[src/rtl/instruction_fetch_pkg.sv]
// Shared fetch types: state encoding, buffer entry layout and datapath constants.
// Latency: n/a (types only).
// Backpressure: n/a.
package instruction_fetch_pkg;

    localparam int INSTRUCTION_WIDTH = 32;
    localparam logic [31:0] FETCH_WORD_STRIDE = 32'd4;

    typedef enum logic [1:0] {
        FETCH_STATE_FETCH   = 2'd0,
        FETCH_STATE_DISCARD = 2'd1,
        FETCH_STATE_FAULT   = 2'd2
    } fetch_state_e;

    typedef struct packed {
        logic [31:0]                  addr;
        logic [INSTRUCTION_WIDTH-1:0] word;
    } fetch_entry_t;

endpackage

[src/rtl/fetch_buffer.sv]
// Two-entry prefetch FIFO of {address, word}; head_o is entry 0.
// Latency: a pushed entry is visible on head_o the cycle after the push.
// Backpressure: pushes into a full buffer without a same-cycle pop are dropped; clear wins.
module fetch_buffer
    import instruction_fetch_pkg::*;
(
    input  logic         clk_i,
    input  logic         rst_i,
    input  logic         push_i,
    input  logic         pop_i,
    input  logic         clear_i,
    input  fetch_entry_t push_entry_i,
    output logic [1:0]   count_o,
    output fetch_entry_t head_o
);

    fetch_entry_t entry0_q, entry0_d;
    fetch_entry_t entry1_q, entry1_d;
    logic [1:0]   count_q, count_d;
    logic         do_pop;
    logic         do_push;

    always_comb begin
        entry0_d = entry0_q;
        entry1_d = entry1_q;
        count_d  = count_q;
        do_pop   = pop_i && (count_q != 2'd0);
        do_push  = push_i && ((count_q != 2'd2) || do_pop);
        if (clear_i) begin
            count_d = 2'd0;
        end else begin
            // Pop shifts first so a simultaneous push lands behind the survivor.
            if (do_pop) begin
                entry0_d = entry1_q;
                count_d  = count_q - 2'd1;
            end
            if (do_push) begin
                if (count_d == 2'd0) begin
                    entry0_d = push_entry_i;
                end else begin
                    entry1_d = push_entry_i;
                end
                count_d = count_d + 2'd1;
            end
        end
    end

    always_ff @(posedge clk_i) begin
        if (rst_i) begin
            entry0_q <= '0;
            entry1_q <= '0;
            count_q  <= 2'd0;
        end else begin
            entry0_q <= entry0_d;
            entry1_q <= entry1_d;
            count_q  <= count_d;
        end
    end

    assign count_o = count_q;
    assign head_o  = entry0_q;

endmodule

[src/rtl/instruction_fetch.sv]
// Fetch front end: one-outstanding word reads into a 2-entry buffer presented to decode.
// Latency: ack to currentInstruction 1 cycle; redirect to new request 1 cycle.
// Backpressure: stall holds the head; no request when full. INSTRUCTION_FETCH_ALIGN_CHECK_EN adds misaligned-redirect faults.
module instruction_fetch
    import instruction_fetch_pkg::*;
#(
    parameter logic [31:0] RESET_ADDRESS = 32'h0000_0000,
    parameter int          BUFFER_DEPTH  = 2
) (
    input  logic                         clk,
    input  logic                         rst,
    input  logic                         enable,
    input  logic                         stall,
    input  logic                         redirect,
    input  logic [31:0]                  redirectAddress,
    output logic                         fetchRequest,
    output logic [31:0]                  fetchAddress,
    input  logic                         fetchAck,
    input  logic [INSTRUCTION_WIDTH-1:0] fetchData,
    output logic [INSTRUCTION_WIDTH-1:0] currentInstruction,
    output logic [31:0]                  currentAddress,
    output logic                         isNOP,
    output logic                         fetchFault
);

    if (BUFFER_DEPTH != 2) begin : g_depth_check
        $error("instruction_fetch: BUFFER_DEPTH must be 2");
    end

    fetch_state_e state_q, state_d;
    logic         req_q, req_d;
    logic [31:0]  addr_q, addr_d;
    logic [31:0]  target_q, target_d;
    logic         fault_pend_q, fault_pend_d;

    logic [1:0]   count;
    logic [1:0]   count_after;
    fetch_entry_t head;
    fetch_entry_t push_entry;
    logic         hold;
    logic         accept_ack;
    logic         push;
    logic         pop;
    logic         misaligned;
    logic [31:0]  target;

`ifdef INSTRUCTION_FETCH_ALIGN_CHECK_EN
    assign target     = redirectAddress;
    assign misaligned = |redirectAddress[1:0];
`else
    assign target     = redirectAddress & ~32'h3;
    assign misaligned = 1'b0;
`endif

    assign hold        = req_q && !fetchAck;
    assign accept_ack  = req_q && fetchAck;
    assign push        = accept_ack && (state_q == FETCH_STATE_FETCH) && !redirect;
    assign pop         = (count != 2'd0) && !stall && !redirect && (state_q == FETCH_STATE_FETCH);
    assign count_after = redirect ? 2'd0 : (count + {1'b0, push} - {1'b0, pop});
    assign push_entry  = '{addr: addr_q, word: fetchData};

    fetch_buffer u_fetch_buffer (
        .clk_i        (clk),
        .rst_i        (rst),
        .push_i       (push),
        .pop_i        (pop),
        .clear_i      (redirect),
        .push_entry_i (push_entry),
        .count_o      (count),
        .head_o       (head)
    );

    always_comb begin
        state_d      = state_q;
        req_d        = req_q;
        addr_d       = addr_q;
        target_d     = target_q;
        fault_pend_d = fault_pend_q;
        case (state_q)
            FETCH_STATE_FETCH: begin
                if (redirect) begin
                    if (hold) begin
                        state_d      = FETCH_STATE_DISCARD;
                        target_d     = target;
                        fault_pend_d = misaligned;
                    end else if (misaligned) begin
                        state_d = FETCH_STATE_FAULT;
                        req_d   = 1'b0;
                    end else begin
                        addr_d = target;
                        req_d  = enable;
                    end
                end else if (!hold) begin
                    if (accept_ack) begin
                        addr_d = addr_q + FETCH_WORD_STRIDE;
                    end
                    // Gate on post-edge occupancy so the single outstanding read always has a slot.
                    req_d = enable && (count_after < 2'd2);
                end
            end
            FETCH_STATE_DISCARD: begin
                if (redirect) begin
                    target_d     = target;
                    fault_pend_d = misaligned;
                end
                if (!hold) begin
                    if (fault_pend_d) begin
                        state_d = FETCH_STATE_FAULT;
                        req_d   = 1'b0;
                    end else begin
                        state_d = FETCH_STATE_FETCH;
                        addr_d  = target_d;
                        req_d   = enable;
                    end
                end
            end
            FETCH_STATE_FAULT: begin
                req_d = 1'b0;
                if (redirect && !misaligned) begin
                    state_d = FETCH_STATE_FETCH;
                    addr_d  = target;
                    req_d   = enable;
                end
            end
            default: begin
                state_d = FETCH_STATE_FETCH;
                req_d   = 1'b0;
            end
        endcase
    end

    always_ff @(posedge clk) begin
        if (rst) begin
            state_q      <= FETCH_STATE_FETCH;
            req_q        <= 1'b0;
            addr_q       <= RESET_ADDRESS;
            target_q     <= '0;
            fault_pend_q <= 1'b0;
        end else begin
            state_q      <= state_d;
            req_q        <= req_d;
            addr_q       <= addr_d;
            target_q     <= target_d;
            fault_pend_q <= fault_pend_d;
        end
    end

    assign fetchRequest       = req_q;
    assign fetchAddress       = addr_q;
    assign isNOP              = (count == 2'd0) || (state_q != FETCH_STATE_FETCH);
    assign currentInstruction = isNOP ? '0 : head.word;
    assign currentAddress     = isNOP ? '0 : head.addr;

`ifdef INSTRUCTION_FETCH_ALIGN_CHECK_EN
    assign fetchFault = (state_q == FETCH_STATE_FAULT);
`else
    assign fetchFault = 1'b0;
`endif

endmodule

[config.mk]
export PLATFORM = sky130hd
export DESIGN_NAME = instruction_fetch
export DESIGN_NICKNAME = d
export VERILOG_FILES = /design/src/rtl/instruction_fetch_pkg.sv /design/src/rtl/fetch_buffer.sv /design/src/rtl/instruction_fetch.sv
export SDC_FILE = /design/constraint.sdc
export NUM_CORES = 1
export LEC_CHECK = 0
export CORE_ASPECT_RATIO = 0.8
export CORE_MARGIN = 1
export CORE_UTILIZATION = 53
export CTS_BUF_LIST = sky130_fd_sc_hd__clkbuf_16
export DETAILED_ROUTE_END_ITERATION = 6
export PLACE_DENSITY = 0.8
export SYNTH_ARGS = -nofsm -noshare
export SYNTH_HDL_FRONTEND = slang
export SYNTH_SLANG_ARGS = --single-unit
export TNS_END_PERCENT = 30
[constraint.sdc]
create_clock -name clk -period 3.25 [get_ports clk]
set_input_delay 0.325 -clock clk [delete_from_list [all_inputs] [get_ports clk]]
set_output_delay 0.325 -clock clk [all_outputs]
set_load 0.005 [all_outputs]
==> flow_metrics.tcl, run 1 <==
set metrics [dict create \
    outcome "finished, violations left" \
    violations "design-rule violations" \
    syn_area_mm2 0.00954 \
    grt_pass1_wl_um 41100 \
    synth.area.top_cells "dfxtp_1 42%, mux2i_1 10%, nand2_1 6.5%" \
    cts.sinks 198 \
    synth_top_area_share_pct 41.6 \
    dr.pass1.iters 7 \
    gp_congestion 0.854 \
    path_cells "inv_1 -> ha_1 -> nor4b_4 -> xnor2_1 -> ha_1 -> inv_1 -> or2_4 -> buf_12 -> nor2_1 -> a211oi_1" \
    maxSlewViolCount 0 \
    powerDensity_mw_per_mm2 467 \
    first_global_vias 7845 \
    cts_tree "done" \
    synth_commonest_cells "198 x dfxtp_1, 165 x nand2_1, 120 x nor2_1" \
    root_buffer "clkbuf_16" \
    drtAntennaViolNets 0 \
    hold_ws_ns 0.307 \
    synth-edff-count 0 \
    design.portCount 169 \
    worstSetupPathType "reg2reg" \
    dp_hpwl_um 16900 \
    clock_path_buffers 2 \
    grt_max_degree 80 \
    synth_nets 1232 \
    m1WireLength_um 11800 \
    die_h_um 122 \
    rsz0062_at_grt "false" \
    area_delta_synth_final_pct 25.1 \
    startpoint_type "register" \
    holdCritStartpoint "rst" \
    fin_setup_tns_ns 0 \
    path_clk_slew_ns 0.07 \
    crit_path_end_kind "register" \
    drive_gt1_share_pct 6.07 \
    drcViolationCount 24 \
    crit-reg2reg-launch "u_fetch_buffer.count_o[1]" \
    io_buffers 165 \
    std_cell_rows 43 \
    ir_worst_vdd_mv 0.300 \
    syn-instance-count 1152 \
    antennaDiodeCount 0 \
    hp-class "in2reg" \
    crit_fanout 39 \
    synth_seq_cells 198 \
    ys_seq_area_share_pct 41.6 \
    ff2ff_path_depth 10 \
    ys_types 65 \
    top_layer "met4" \
    cts_hold_buf 0 \
    antenna_found_initial 0 \
    fmax_mhz 349 \
    post-synth-top-area-cell "dfxtp_1" \
    cts_resized 0 \
    period_minus_slack_ns 2.87 \
    required_ns 3.58 \
    slowest_stage "nor4b_4" \
    reg2reg_slack_ns 0.38 \
    critical_path_buf_inv_count 3 \
    setup_viol 0 \
    leakage_nw 4.31 \
    crit_family "simple AND/OR/NAND/NOR gates" \
    slowest_delay_ns 0.44 \
    syn_avg_cell_area_um2 8.28 \
    worstHoldPathCells 2 \
    clock_latency_ns 0.43 \
    wl_met2_um 11600 \
    wl_met3_um 2390 \
    arrival_ns 3.20 \
    grt_usage_pct 27.7 \
    yosysMostFrequentCell "dfxtp_1" \
    post_drt_via_cell_ratio 5.90 \
    start_util_pct 54.6 \
    htree_levels 4 \
    die_x_um 152 \
    vias 8809 \
    grt_overflow 0 \
    hold_viol 0 \
    post_cts_buffers 0 \
    die-area_mm2 0.0185 \
    worstMarginPinSlew_ns 1.04 \
    slew_headroom_pct 30.5 \
    skew_ns 0.00979 \
    yosysWarningCount 0 \
    min_period_over_period_pct 88.3 \
    drt_iter0_markers 855 \
    wire_per_inst_um 17.4 \
    max-cap-violations 0 \
    async_flop_share_pct 0 \
    fin_nets 1337 \
    drt_wl_total_um 26100 \
    utilization_pct 68.3 \
    r2r-end "u_fetch_buffer.head_o[17]" \
    hold_end "target_q[10]" \
    synth-main-ff-cell "dfxtp_1" \
    cts_buffers 17 \
    coreArea_mm2 0.0175 \
]
## where the power goes
| part | internal, mW | leakage [nW] | total, mW | switching (mW) |
|---|---|---|---|---|
| combinational | 0.342 | 2.41 | 0.716 | 0.374 |
| sequential | 2.52 | 1.61 | 2.65 | 0.135 |
| clock | 1.28 | 0.298 | 2.21 | 0.927 |
## layout make-up
cell class                 instances  area [um^2]
timing repair buffer             188         1890
inverter                          12         45.0
multi-input combinational        840         5150
sequential                       198         3960
tap                              225          282
clock buffer                      17          425
clock inverter                    14          183
fill                            1442         5550
## worst register-to-register path, cell delays in order, from the launching register on
cell	delay [ns]
dfxtp_1	0.40
inv_1	0.07
ha_1	0.27
nor4b_4	0.45
xnor2_1	0.17
ha_1	0.27
inv_1	0.15
or2_4	0.41
buf_12	0.27
nor2_1	0.07
a211oi_1	0.25
## placed cells by master (no fill, tap or decap), types with 18 or more instances in the layout
cell type,instances
buf_4,18
and2_1,64
mux2i_1,97
nor2_1,118
o21ai_0,19
a21oi_1,118
nand3_1,21
a211oi_1,72
nand2_1,165
dfxtp_1,198
clkdlybuf4s50_1,164
## kinds of logic after synthesis
group,synth area share [%]
other cells,0.0393
flops,41.6
xor+xnor,0.918
mux,10.7
fa+ha+maj,1.31
buf+inv,4.92
simple gates,21.3
compound gates,19.3
## sequential cells by signal (all words and copies together), names as in the netlist
| name | cells |
|---|---|
| state_q | 2 |
| u_fetch_buffer.entry1_q | 64 |
| fetchRequest | 1 |
| target_q | 32 |
| fault_pend_q | 1 |
| fetchAddress | 32 |
| u_fetch_buffer.head_o | 64 |
| u_fetch_buffer.count_o | 2 |
## how the worst max path moves through the flow
stage                                          from                        end  slack [ns]  cells past startpoint
after floorplan                          state_q[0]  u_fetch_buffer.head_o[10]        0.69                     13
after global placement                     redirect  u_fetch_buffer.head_o[51]        0.19                      9
after detailed placement                   redirect  u_fetch_buffer.head_o[34]        0.06                      9
after CTS                 u_fetch_buffer.count_o[0]  u_fetch_buffer.head_o[34]        0.14                     10
after global routing      u_fetch_buffer.count_o[0]  u_fetch_buffer.head_o[41]        0.17                     10
final                     u_fetch_buffer.count_o[1]  u_fetch_buffer.head_o[17]        0.38                     10
## through the flow
| step | setup slack (ns) | power, mW | area [um^2] | cells |
|---|---|---|---|---|
| 2_1_floorplan | 0.685 | 3.06 | 9540 | 1152 |
| 3_3_place_gp | 0.191 | 3.39 | 11300 | 1462 |
| 3_5_place_dp | 0.0564 | 3.40 | 11300 | 1462 |
| 4_1_cts | 0.141 | 5.58 | 11900 | 1493 |
| 5_1_grt | 0.169 | 5.77 | 11900 | 1494 |
| 6_report | 0.381 | 5.58 | 11900 | 1494 |
## metal layers
layer,GRT usage (%),vias to the layer above
met5,0,-
met4,7.59,0
met3,6.90,28
met2,42.1,408
met1,38.9,4125
li1,-,4248
No activity file was read; power rests on OpenSTA's default activity.
==> run 2, diff against run 1 <==
clock period = 2.9 ns   (was 3.25 ns; I/O delays follow)
==> run 2 against run 1 <==
Net effect:
- the flow still finishes with violations (design-rule violations)
- count of clock-buffer cells in the layout did not move
- final cell count increased by 1.3%
- die area unchanged
- setup slack lost 0.15 ns
- non-clock buffer count rose by 18
- sequential cell count unchanged
- cell area grew 1.5%
- routed wire length is 0.40% lower
- hold slack lost 0.18 ns
- critical path type is now reg2out
- critical endpoint is now currentAddress[11]
- largest cell class unchanged
==> flow_metrics.tcl, run 2 (same netlist as run 1, synthesis figures left out) <==
set metrics [dict create \
    fin_area_mm2 0.0121 \
    drive_gt1_share_pct 7.53 \
    final_cell_mix "198 x dfxtp_1, 165 x nand2_1, 164 x clkdlybuf4s50_1" \
    path_cells "inv_1 -> ha_1 -> buf_4 -> nor2b_4 -> buf_12 -> and2_1 -> clkdlybuf4s50_1" \
    clock_latency_ns 0.43 \
    maxSlewViolCount 0 \
    place_inst 1480 \
    setup_viol 0 \
    outcome "finished, violations left" \
    startpoint_type "register" \
    fin_nets 1355 \
    setup_slack_ns 0.231 \
    die-area_mm2 0.0185 \
    cts_tree "done" \
    root_buffer "clkbuf_16" \
    area_delta_synth_final_pct 27.0 \
    cts_buffers 17 \
    post_drt_via_cell_ratio 5.84 \
    wire_per_inst_um 17.2 \
    io_buffers 165 \
    crit_fanout 65 \
    dr.pass1.iters 7 \
    hold_ws_ns 0.130 \
    power_mw 6.24 \
    grt_overflow 0 \
    period_minus_slack_ns 2.67 \
    post_cts_buffers 0 \
    post-place-ws_ns -0.0409 \
    min_period_over_period_pct 92.0 \
    grt_max_degree 80 \
    powerDensity_mw_per_mm2 515 \
    worstSetupPathType "reg2out" \
    dpl-instance-area_mm2 0.0115 \
    crit_path_end_kind "primary output" \
    max-cap-violations 0 \
    cts.sinks 198 \
    drtAntennaViolNets 0 \
    path_clk_slew_ns 0.07 \
    start_util_pct 54.6 \
    coreArea_mm2 0.0175 \
    rsz0062_at_grt "false" \
    hp-class "in2reg" \
    violations "design-rule violations" \
    die_x_um 152 \
    antenna_found_initial 0 \
    design.portCount 169 \
    slowest_delay_ns 0.51 \
    gp_congestion 0.912 \
    htree_levels 4 \
    antennaDiodeCount 0 \
    final_cells 1513 \
    grt_pass1_wl_um 40400 \
    first_global_vias 7827 \
    ir_worst_vdd_mv 0.392 \
    hold_viol 0 \
    grt_usage_pct 27.2 \
    required_ns 2.61 \
    fin_setup_tns_ns 0 \
    drcViolationCount 25 \
    fmax_mhz 375 \
    worstMarginPinSlew_ns 1.03 \
    clock_path_buffers 2 \
    drt_iter0_markers 822 \
    slowest_stage "clkdlybuf4s50_1" \
    dp_hpwl_um 17500 \
    utilization_pct 69.3 \
    std_cell_rows 43 \
    slew_headroom_pct 31.3 \
    arrival_ns 2.38 \
    final_common_cell "dfxtp_1" \
    drt_wl_total_um 26000 \
    skew_ns 0.0116 \
    vias 8830 \
    leakage_nw 4.43 \
    die_h_um 122 \
]
## run 2: cell count changes in the layout (fill, tap and decap cells not counted)
cell,before,now
clkinvlp_4,3,1
inv_1,14,13
buf_12,5,9
clkinv_4,0,3
inv_6,2,4
buf_4,18,32
bufinv_16,4,3
## run 2: path summary, 6_finish.rpt
check | startpoint | to | slack, ns | cells past startpoint
worst min-delay path | rst | u_fetch_buffer.entry1_q[53] | 0.13 | 2
worst min register to register | u_fetch_buffer.entry1_q[56] | u_fetch_buffer.entry1_q[56] | 0.46 | 2
worst max-delay path | state_q[0] | currentAddress[11] | 0.23 | 7
worst max register to register | u_fetch_buffer.count_o[1] | u_fetch_buffer.head_o[51] | 0.26 | 10
## run 2: routing by layer
metal,GRT usage (%),part of all wire (%)
met3,6.79,9.0
met5,0,0
met4,8.23,1.6
met1,38.3,46
met2,40.9,43
## run 2: critical path: cells and delay by family, from the launching register on
kind                     cells  cell delay [ns]
flip-flops                   1             0.34
AND/OR/NAND/NOR              2             0.36
adder cells (fa/ha/maj)      1             0.19
buffers and inverters        4             1.00
## run 2: layout make-up
type                    count  area [um^2]
flip-flops and latches    198         3960
inverters                  12         45.0
multi-input cells         840         5150
clock buffers              17          425
fillers                  1386         5370
well taps                 225          282
repair buffers            206         2070
clock inverters            15          178
## run 2: power by group
part           internal (mW)  total (mW)  switching, mW
clock                   1.36        2.42           1.06
combinational          0.415       0.867          0.452
sequential              2.82        2.95          0.130
## run 2: what timing repair did
action                     4_1_cts  5_1_grt
setup endpoints to repair        0       55
gates resized for setup          0        1
hold buffers                     0        0
